==> src/rtl/hazard_pkg.sv <==
// ----------------------------------------------------------------------------
// hazard_pkg
//   Shared types and helpers for the pipeline hazard controller.
//   fwd_sel_t   : operand-forwarding mux select (mux3 encoding of execute_stage)
//   mc_state_t  : multi-cycle EX sequencer states
//   reg_hit()   : true when a producer rd matches a consumer rs and is not x0
// ----------------------------------------------------------------------------
package hazard_pkg;

  localparam int REG_ADDR_W = 5;

  typedef enum logic [1:0] {
    FWD_REG = 2'b00,
    FWD_WB  = 2'b01,
    FWD_MEM = 2'b10
  } fwd_sel_t;

  typedef enum logic [1:0] {
    MC_IDLE,
    MC_BUSY,
    MC_DONE
  } mc_state_t;

  // x0 is hard-wired to zero, so a write to it never produces a forwardable value.
  function automatic logic reg_hit(input logic [REG_ADDR_W-1:0] rd,
                                   input logic [REG_ADDR_W-1:0] rs);
    return (rd != '0) && (rd == rs);
  endfunction

endpackage

==> src/rtl/hazard_ctrl_fwd_unit.sv <==
// ----------------------------------------------------------------------------
// fwd_unit
//   Purely combinational operand-forwarding select for one EX source operand.
//   The younger producer (MEM) has priority over the older one (WB).
// Ports
//   i_rs_e        in  5  source register of the EX instruction
//   i_rd_m        in  5  destination register in MEM
//   i_regwrite_m  in  1  MEM instruction writes the register file
//   i_rd_w        in  5  destination register in WB
//   i_regwrite_w  in  1  WB instruction writes the register file
//   o_sel         out 2  00 reg file, 01 WB result, 10 MEM result
// ----------------------------------------------------------------------------
module fwd_unit
  import hazard_pkg::*;
(
  input  logic [REG_ADDR_W-1:0] i_rs_e,
  input  logic [REG_ADDR_W-1:0] i_rd_m,
  input  logic                  i_regwrite_m,
  input  logic [REG_ADDR_W-1:0] i_rd_w,
  input  logic                  i_regwrite_w,
  output logic [1:0]            o_sel
);

  fwd_sel_t sel;

  // NOTE: every always_comb output gets a default first so no path through the
  // block leaves it unassigned; an unassigned path would infer a latch.
  always_comb begin
    sel = FWD_REG;
    if (i_regwrite_m && reg_hit(i_rd_m, i_rs_e)) begin
      sel = FWD_MEM;
    end else if (i_regwrite_w && reg_hit(i_rd_w, i_rs_e)) begin
      sel = FWD_WB;
    end
  end

  assign o_sel = sel;

endmodule

==> src/rtl/hazard_ctrl.sv <==
// ----------------------------------------------------------------------------
// hazard_ctrl
//   Pipeline hazard controller for the 5-stage RISC-V core. All decisions
//   concern the instruction currently in EX:
//     - operand forwarding selects for rs1/rs2
//     - load-use stall of F/D with an ID/EX bubble
//     - branch/jump flush of IF/ID and ID/EX
//     - multi-cycle EX sequencing: F/D/E frozen, MEM fed bubbles, until the
//       iterative unit reports its result (o_mc_done)
//     - saturating count of cycles in which fetch was stalled
// Parameters
//   MC_LATENCY  total cycles a multi-cycle op occupies EX (>= 2)
//   CNT_WIDTH   width of the stall-cycle performance counter
// Ports
//   i_clk, i_rst                      clock, async active-high reset
//   i_rs1_addr_d, i_rs2_addr_d        sources of the DECODE instruction
//   i_rs1_addr_e, i_rs2_addr_e        sources of the EXECUTE instruction
//   i_rd_addr_e, i_resultsrc_e0       EX destination, EX instruction is a load
//   i_pcsrc_e                         branch taken / jump in EX
//   i_mc_start_e                      EX instruction is multi-cycle (level)
//   i_rd_addr_m, i_regwrite_m         MEM producer
//   i_rd_addr_w, i_regwrite_w         WB producer
//   o_forward_a_e, o_forward_b_e      forwarding selects (00 reg, 01 WB, 10 MEM)
//   o_stall_f/d/e                     hold PC, IF/ID, ID/EX
//   o_flush_d/e/m                     clear IF/ID, ID/EX, EX/MEM
//   o_mc_busy, o_mc_done              multi-cycle op holding EX / result valid
//   o_stall_cnt                       saturating count of o_stall_f cycles
// ----------------------------------------------------------------------------
module hazard_ctrl
  import hazard_pkg::*;
#(
  parameter int MC_LATENCY = 34,
  parameter int CNT_WIDTH  = 16
) (
  input  logic                  i_clk,
  input  logic                  i_rst,
  input  logic [REG_ADDR_W-1:0] i_rs1_addr_d,
  input  logic [REG_ADDR_W-1:0] i_rs2_addr_d,
  input  logic [REG_ADDR_W-1:0] i_rs1_addr_e,
  input  logic [REG_ADDR_W-1:0] i_rs2_addr_e,
  input  logic [REG_ADDR_W-1:0] i_rd_addr_e,
  input  logic                  i_resultsrc_e0,
  input  logic                  i_pcsrc_e,
  input  logic                  i_mc_start_e,
  input  logic [REG_ADDR_W-1:0] i_rd_addr_m,
  input  logic                  i_regwrite_m,
  input  logic [REG_ADDR_W-1:0] i_rd_addr_w,
  input  logic                  i_regwrite_w,
  output logic [1:0]            o_forward_a_e,
  output logic [1:0]            o_forward_b_e,
  output logic                  o_stall_f,
  output logic                  o_stall_d,
  output logic                  o_stall_e,
  output logic                  o_flush_d,
  output logic                  o_flush_e,
  output logic                  o_flush_m,
  output logic                  o_mc_busy,
  output logic                  o_mc_done,
  output logic [CNT_WIDTH-1:0]  o_stall_cnt
);

  // Remaining BUSY cycles after the IDLE cycle that accepts the op.
  // The accept cycle plus MC_LATENCY-2 BUSY cycles hold EX for MC_LATENCY-1
  // cycles, and the DONE cycle makes the total occupancy MC_LATENCY.
  localparam int BUSY_CYCLES = MC_LATENCY - 2;
  localparam int MC_CW       = (BUSY_CYCLES > 1) ? $clog2(BUSY_CYCLES + 1) : 1;

  // --------------------------------------------------------------------------
  // Operand forwarding
  // --------------------------------------------------------------------------
  logic [1:0] fwd_a;
  logic [1:0] fwd_b;

  fwd_unit u_fwd_a (
    .i_rs_e       (i_rs1_addr_e),
    .i_rd_m       (i_rd_addr_m),
    .i_regwrite_m (i_regwrite_m),
    .i_rd_w       (i_rd_addr_w),
    .i_regwrite_w (i_regwrite_w),
    .o_sel        (fwd_a)
  );

  fwd_unit u_fwd_b (
    .i_rs_e       (i_rs2_addr_e),
    .i_rd_m       (i_rd_addr_m),
    .i_regwrite_m (i_regwrite_m),
    .i_rd_w       (i_rd_addr_w),
    .i_regwrite_w (i_regwrite_w),
    .o_sel        (fwd_b)
  );

  // --------------------------------------------------------------------------
  // Load-use detection: the load's data only exists after MEM, so the
  // dependent DECODE instruction must wait one cycle.
  // --------------------------------------------------------------------------
  logic load_use;

  assign load_use = i_resultsrc_e0 &&
                    (reg_hit(i_rd_addr_e, i_rs1_addr_d) ||
                     reg_hit(i_rd_addr_e, i_rs2_addr_d));

  // --------------------------------------------------------------------------
  // Multi-cycle EX sequencer
  // --------------------------------------------------------------------------
  mc_state_t        state_q, state_d;
  logic [MC_CW-1:0] count_q, count_d;

  always_comb begin
    state_d = state_q;
    count_d = count_q;
    unique case (state_q)
      MC_IDLE: begin
        if (i_mc_start_e) begin
          if (BUSY_CYCLES == 0) begin
            state_d = MC_DONE;
          end else begin
            state_d = MC_BUSY;
            count_d = MC_CW'(BUSY_CYCLES);
          end
        end
      end
      MC_BUSY: begin
        // Branch resolution is deferred while the op holds EX, so i_pcsrc_e
        // has no influence here.
        if (count_q <= MC_CW'(1)) begin
          state_d = MC_DONE;
          count_d = '0;
        end else begin
          count_d = count_q - MC_CW'(1);
        end
      end
      MC_DONE: begin
        // The finished op leaves EX on this edge; a still-high i_mc_start_e
        // belongs to it and must not restart the sequencer.
        state_d = MC_IDLE;
      end
      default: begin
        state_d = MC_IDLE;
        count_d = '0;
      end
    endcase
  end

  // NOTE: sequential state uses non-blocking assignments so every register
  // samples its inputs from before the edge, independent of statement order.
  always_ff @(posedge i_clk or posedge i_rst) begin
    if (i_rst) begin
      state_q <= MC_IDLE;
      count_q <= '0;
    end else begin
      state_q <= state_d;
      count_q <= count_d;
    end
  end

  // The op is held from the cycle it first appears in EX, before the
  // sequencer has registered it.
  logic mc_hold;

  assign mc_hold = (state_q == MC_BUSY) || ((state_q == MC_IDLE) && i_mc_start_e);

  // --------------------------------------------------------------------------
  // Stall / flush generation. While the mc op holds EX, branch and load-use
  // flushes are suppressed so the held ID/EX contents survive. A load-use
  // stall together with a taken branch still flushes E; fetch takes the
  // redirect regardless of the F/D stall.
  // --------------------------------------------------------------------------
  logic stall_fd;
  logic flush_d;
  logic flush_e;

  assign stall_fd = load_use || mc_hold;
  assign flush_d  = i_pcsrc_e && !mc_hold;
  assign flush_e  = (load_use || i_pcsrc_e) && !mc_hold;

  // Reset forces all controls inactive so the pipeline registers see a
  // quiet interface while the core is held.
  assign o_forward_a_e = i_rst ? 2'b00 : fwd_a;
  assign o_forward_b_e = i_rst ? 2'b00 : fwd_b;
  assign o_stall_f     = stall_fd && !i_rst;
  assign o_stall_d     = stall_fd && !i_rst;
  assign o_stall_e     = mc_hold  && !i_rst;
  assign o_flush_d     = flush_d  && !i_rst;
  assign o_flush_e     = flush_e  && !i_rst;
  assign o_flush_m     = mc_hold  && !i_rst;
  assign o_mc_busy     = mc_hold  && !i_rst;
  assign o_mc_done     = (state_q == MC_DONE) && !i_rst;

  // --------------------------------------------------------------------------
  // Saturating stall-cycle counter
  // --------------------------------------------------------------------------
  logic [CNT_WIDTH-1:0] stall_cnt_q;

  always_ff @(posedge i_clk or posedge i_rst) begin
    if (i_rst) begin
      stall_cnt_q <= '0;
    end else if (o_stall_f && (stall_cnt_q != '1)) begin
      stall_cnt_q <= stall_cnt_q + CNT_WIDTH'(1);
    end
  end

  assign o_stall_cnt = stall_cnt_q;

endmodule

==> config.mk <==
export PLATFORM = sky130hd
export DESIGN_NAME = hazard_ctrl
export DESIGN_NICKNAME = d
export VERILOG_FILES = /design/src/rtl/hazard_pkg.sv /design/src/rtl/hazard_ctrl_fwd_unit.sv /design/src/rtl/hazard_ctrl.sv
export SDC_FILE = /design/constraint.sdc
export NUM_CORES = 1
export LEC_CHECK = 0
export CAP_MARGIN = 20
export CORE_UTILIZATION = 44
export CTS_CLUSTER_SIZE = 28
export DETAILED_ROUTE_END_ITERATION = 6
export PLACE_DENSITY_LB_ADDON = 0.12
export SLEW_MARGIN = 20
export SYNTH_ARGS = -nofsm -noshare
export SYNTH_HDL_FRONTEND = slang
export SYNTH_HIERARCHICAL = 1
export SYNTH_SLANG_ARGS = --single-unit
==> constraint.sdc <==
create_clock -name i_clk -period 5.8 [get_ports i_clk]
set_input_delay 1.16 -clock i_clk [delete_from_list [all_inputs] [get_ports i_clk]]
set_output_delay 1.16 -clock i_clk [all_outputs]
set_load 0.01 [all_outputs]
Yosys cells after proc, flatten, opt, wreduce, memory -nomap -nowiden
Index checks and enable logic that the tools add are counted.
{ "totals": {"reg_bits": 24, "elab_cells": 62, "output_inout_bits": 28, "input_bits": 42} }
{ "classes": {"n_lt_le_gt_ge": 1, "n_reduce_logical": 32, "bitwise_logic": 1, "n_mux": 12, "eq_ne": 11, "add_sub_neg": 2} }
{ "op_table": {"columns": ["cell", "count"], "rows": [
  ["$eq A5 B5 Y1", 6],
  ["$logic_and A1 B1 Y1", 20],
  ["$pmux W6 S3", 1],
  ["$add A16 B1 Y16 const B", 1],
  ["$ne A16 B16 Y1 const B", 1],
  ["$reduce_bool A5 Y1", 3],
  ["$mux W2", 6],
  ["$mux W6", 2],
  ["$le A6 B1 Y1 const B", 1],
  ["$sub A6 B1 Y6 const B", 1],
  ["$logic_or A1 B1 Y1", 4],
  ["$ne A2 B2 Y1 const B", 2],
  ["$pmux W2 S2", 1],
  ["$reduce_and A2 Y1", 2],
  ["$eq A2 B1 Y1 const B", 1],
  ["$eq A2 B2 Y1 const B", 1],
  ["$logic_not A1 Y1", 2],
  ["$logic_not A2 Y1", 1],
  ["$mux W1", 2],
  ["$not A1 Y1", 1]
]} }

Longest topological paths before layout
{ "depth": {"ltp_word": 7, "mapped_depth": 7, "depth_no_buf": 7} }

Hierarchy
The synthesis kept the hierarchy.
{ "modules_own_cells": {"columns": ["module", "area_each_um2", "seq_area_each_um2", "n_inst", "cells_per_inst"], "rows": [
  ["hazard_ctrl", 1421.4, 600.6, 1, 153],
  ["fwd_unit", 151.4, 0.0, 2, 20]
]} }

Worst setup path before layout
No wires, ideal clock.
{ "synth_path": {"path_type": "input-to-output", "from": "input port i_rd_addr_e[1]", "to": "output port o_stall_f", "t_arrival_ns": 2.369, "cell_stages": 5, "required_ns": 4.640, "n_path_buf": 1, "setup_slack_ns": 2.271, "cell_sequence": "or4_1 > o21ai_2 > o21ai_2 > and2_1 > buf_4"} }
{ "synth_between": {"elab_chain_len": 6, "elab_cells_between_ends": 9, "cone_classes": "eq/ne: 2; reduce/logical: 7"} }
{ "synth_lines": {"columns": ["element", "line_no", "text"], "rows": [
  ["start, declared", "hazard_ctrl.sv:41", "input logic [REG_ADDR_W-1:0] i_rd_addr_e,"],
  ["$eq A5 B5 Y1 / $reduce_bool A5 Y1 (equally long branches)", "hazard_pkg.sv:27", "return (rd != '0) && (rd == rs);"],
  ["$logic_and A1 B1 Y1", "hazard_pkg.sv:27", null],
  ["$logic_or A1 B1 Y1 *", "hazard_ctrl.sv:99", "(reg_hit(i_rd_addr_e, i_rs1_addr_d) ||"],
  ["$logic_and A1 B1 Y1 *", "hazard_ctrl.sv:98", "assign load_use = i_resultsrc_e0 &&"],
  ["$logic_or A1 B1 Y1 *", "hazard_ctrl.sv:172", "assign stall_fd = load_use || mc_hold;"],
  ["$logic_and A1 B1 Y1 *", null, null],
  ["end, declared", "hazard_ctrl.sv:51", "output logic o_stall_f,"]
]} }
Mark *: on every way between the ends. The rest lies on a longest branch, timed or not.

Worst setup path after layout
{ "layout_path": {"from": "input port i_rd_addr_e[0]", "to": "output port o_stall_d"} }
{ "layout_between": {"elab_chain_len": 6, "elab_cells_between_ends": 9, "cone_classes": "eq/ne: 2; reduce/logical: 7"} }
{ "layout_lines": {"columns": ["element", "line_no", "text"], "rows": [
  ["$eq A5 B5 Y1 / $reduce_bool A5 Y1 (equally long branches)", "hazard_pkg.sv:27", null],
  ["$logic_and A1 B1 Y1", "hazard_pkg.sv:27", null],
  ["$logic_or A1 B1 Y1 *", "hazard_ctrl.sv:99", null],
  ["$logic_and A1 B1 Y1 *", "hazard_ctrl.sv:98", null],
  ["$logic_or A1 B1 Y1 *", "hazard_ctrl.sv:172", null],
  ["$logic_and A1 B1 Y1 *", "hazard_ctrl.sv:181", "assign o_stall_d = stall_fd && !i_rst;"],
  ["end, declared", "hazard_ctrl.sv:52", "output logic o_stall_d,"]
]} }
Marked as above.

==> run summary <==
In the synthesized netlist the dominant register cell turns out to be dfrtp_1. When the netlist entered floorplanning its net count stood at around 240. The worst setup path is launched from an input pin. Synthesis produced a netlist whose cell count is 193. Setup violations remaining at the end of the flow were counted as 0. The clock root buffer is clkbuf_8.

The residual antenna-violating net count after detailed routing is 0. The number of enable-type register cells in the synthesized netlist came out at 0. The initial utilization of the core area, before any placement, comes to 0.464. In this run, CTS created clock tree buffers numbering 3. The synthesized design contains 24 register bits. The number of violations of the max-capacitance limit came out at 0. In the post-synthesis netlist, the biggest area contributors are dfrtp_1 (35%), xnor2_1 (11%), xor2_1 (9.7%). Prior to clock tree synthesis, the placed netlist has a worst setup slack of 1.35 ns. The total half-perimeter wirelength after legalization and detailed placement came out at ~3.3 mm. The number of global-route vias before repair is 1,510.

The clock network fraction of design power came out at 0.140. In the finished design, the share of the clock period the worst path needs comes to 0.763. The mux contribution to synthesized area came out at 0.00653. In this run the number of H-tree levels came out at 1.

The internal portion of the total power is 429 uW. The static leakage power is 0.993 nW. The combinational family with the most area after synthesis is simple AND/OR/NAND/NOR gates. The width of the die came out at 64.6 um.

The synthesized design spends more area on one cell type than any other, namely dfrtp_1. Based on the critical path, the design can be clocked at up to 226 MHz. The die boundary height is 64.6 um. Setup repair after global routing left no endpoint under its margin. In the final design database the tool counted 308 nets. The clock arrives with approximately 0.0038 ns of skew. The number of failing hold endpoints at the final stage is 0.

The net switching component of the power came out at ~270 uW. The detail-routed net length per standard cell is 13.7 um. The initial antenna violation count came out at 0.

The area of the die is 4170 um^2. The commonest cells after synthesis are dfrtp_1 (24), xnor2_1 (21), xor2_1 (19). The first detailed-routing pass ran for 5 iterations. Among all cell types in the netlist, the one instantiated most often is dfrtp_1. The number of buffers inserted for hold repair after clock tree synthesis is 0. The final route contains 1,640 vias. The number of unique standard cell types used by synthesis is 37. The TritonCTS clock tree is done. The data arrival at the endpoint of the critical path is roughly 3.3 ns. The fraction of synthesis flops using an asynchronous set or reset pin came out at 1.00.

The required time of the critical path came out at 4.64 ns. The clock slew seen by the registers of the worst setup and hold paths is 0.08 ns. The worst-case IR drop observed on VDD is about 0.22 mV. Of the total power, the share spent switching nets is 0.389. The run finished with clean final reports. The layout-stage area growth over the synthesis result came out at 44.6%.

The maximum net fanout on the critical path came out at 9. The total standard cell area after synthesis came out at 1720 um^2. The clock net sink count is 24. In the final timing run, aggregate negative setup slack is 0 ns. The number of buffers inserted to repair setup after CTS is 0.

The global-route wire length before repair is 7.00 mm. The routed wire length came out at 4.25 mm. The sequential-to-total area share from yosys stat is 0.348. The final weighted congestion in routability-driven placement came out at 0.796. The post-synthesis share of cell area spent on full adders, half adders and majority gates is 0.0218. The overall fraction of global-route tracks in use is 0.211. The first routing iteration left 47 violations. The worst-case headroom to the max-slew limit came out at 0.604. The cell row count came out at 22. The power density relative to cell area is about 280 nW/um^2.

In this run the mean area of a mapped cell was approximately 8.9 um^2. The top-level port count came out at 70. The path category of the worst min-delay check is reg2reg.

The remaining routing DRC violations is 0. The worst-skew pair later-pin latency is between 0.2 and 0.3 ns. By startpoint and endpoint, the worst setup path is classified as in2out. The slew at the pin closest to its max-slew limit came out at 0.590 ns.

The worst setup path is captured at an output pin. The top-area cell type share of the netlist area is 0.348. The maximum buffer depth of the clock tree is 2. The post-route minimum period came out at around 4.4 ns.

Entering global routing, the biggest net connects 23 pins. Of the total synthesized cell area, the portion taken by AND, OR, NAND and NOR gates is 0.254. The share of total power dissipated in combinational logic is 0.473.

The final max-slew violation count came out at 0. The compound-gate portion of the synthesized area is 0.135. The area of the core region came out at 3720 um^2. Post-CTS repair changed the size of 0 cells.

The number of synthesis warnings is 6. Summed over all layers, the global routing overflow is 0. The part of the power in registers is 0.387. In the final layout, the share of cells above drive strength 1 is 0.0613.

The antenna diode count is 0. The port buffer count came out at between 60 and 70. The per-cell via count in the routed design came out at 5.31. The xor-xnor portion of the synthesized cell area came out at 0.203. The worst setup margin came out at approximately 1.4 ns.
[final timing paths]
path | start | to | slack (ns) | depth (start not counted)
min | state_q[1] | count_q[5] | 0.47 | 1
max reg2reg | o_stall_cnt[0] | o_stall_cnt[1] | 3.51 | 6
min reg2reg | state_q[1] | count_q[5] | 0.47 | 1
min in group asynchronous | i_rst | count_q[1] | 1.47 | 2
max | i_rd_addr_e[0] | o_stall_d | 1.37 | 7
max in group asynchronous | i_rst | o_stall_cnt[3] | 3.78 | 3
[sequential cells by signal, summed over array words and instances, names as in the netlist]
name / cells
state_q: 2
count_q: 6
o_stall_cnt: 16
[power by group through the flow]
stage / registers [mW] / clock network (mW) / logic (mW)
floorplan: 0.268 / 0 / 0.197
global placement: 0.273 / 0 / 0.324
detailed placement: 0.274 / 0 / 0.332
CTS: 0.271 / 0.101 / 0.334
global route: 0.280 / 0.109 / 0.373
finish: 0.272 / 0.0984 / 0.332
[area by class of cell]
cell class | instances | area [um^2]
fill | 326 | 1220
timing repair buffer | 70 | 698
sequential | 24 | 601
tap | 48 | 60.1
multi-input combinational | 158 | 1070
inverter | 6 | 22.5
clock buffer | 3 | 41.3
[critical path: stages]
cell	delay (ns)
clkdlybuf4s50_1	0.55
xor2_1	0.16
nor3_1	0.06
a22oi_1	0.43
o21ai_2	0.20
and2_1	0.23
clkdlybuf4s50_1	0.47
[cell families (layout without fill, tap and decap cells)]
kind of cell,Yosys count,after routing
buffers and inverters,11,79
DFF,24,24
adders and majority gates,3,3
and+or+nand+nor,83,83
AOI/OAI and AO/OA,31,31
muxes,1,1
xor gates and xnor gates,40,40
[metrics by stage]
step | hold WS, ns | cell area (um^2) | utilization | instances | power (mW)
finish | 0.465 | 2490 | 0.671 | 309 | 0.703
global route | 0.494 | 2490 | 0.671 | 309 | 0.763
CTS | 0.470 | 2490 | 0.671 | 309 | 0.706
detailed placement | 0.455 | 2450 | 0.660 | 306 | 0.606
global placement | 0.459 | 2450 | 0.660 | 306 | 0.597
floorplan | 0.436 | 1720 | - | 193 | 0.465
[layout by cell type, fill, tap and decap left out, types with 4 or more instances in the layout]
cell             netlist  final
nor2_1                12     12
clkdlybuf4s50_1        0     69
nand3_1               12     12
a21oi_1                8      8
nand2_1               18     18
xnor2_1               21     21
o21ai_0               10     10
xor2_1                19     19
nor2b_1                5      5
nor3_1                12     12
and3_1                 6      6
nand4_1                4      4
inv_1                  6      6
dfrtp_1               24     24
[metal layers]
layer / track usage / vias up / wire length [um] / share of wire
met5: 0 / - / 0 / 0
met4: 0.0611 / 0 / 41 / 0.0097
met3: 0.0370 / 5 / 306 / 0.072
met2: 0.351 / 63 / 1830 / 0.43
met1: 0.279 / 754 / 2070 / 0.49
li1: - / 818 / - / -
No activity file was read; power rests on OpenSTA's default activity.
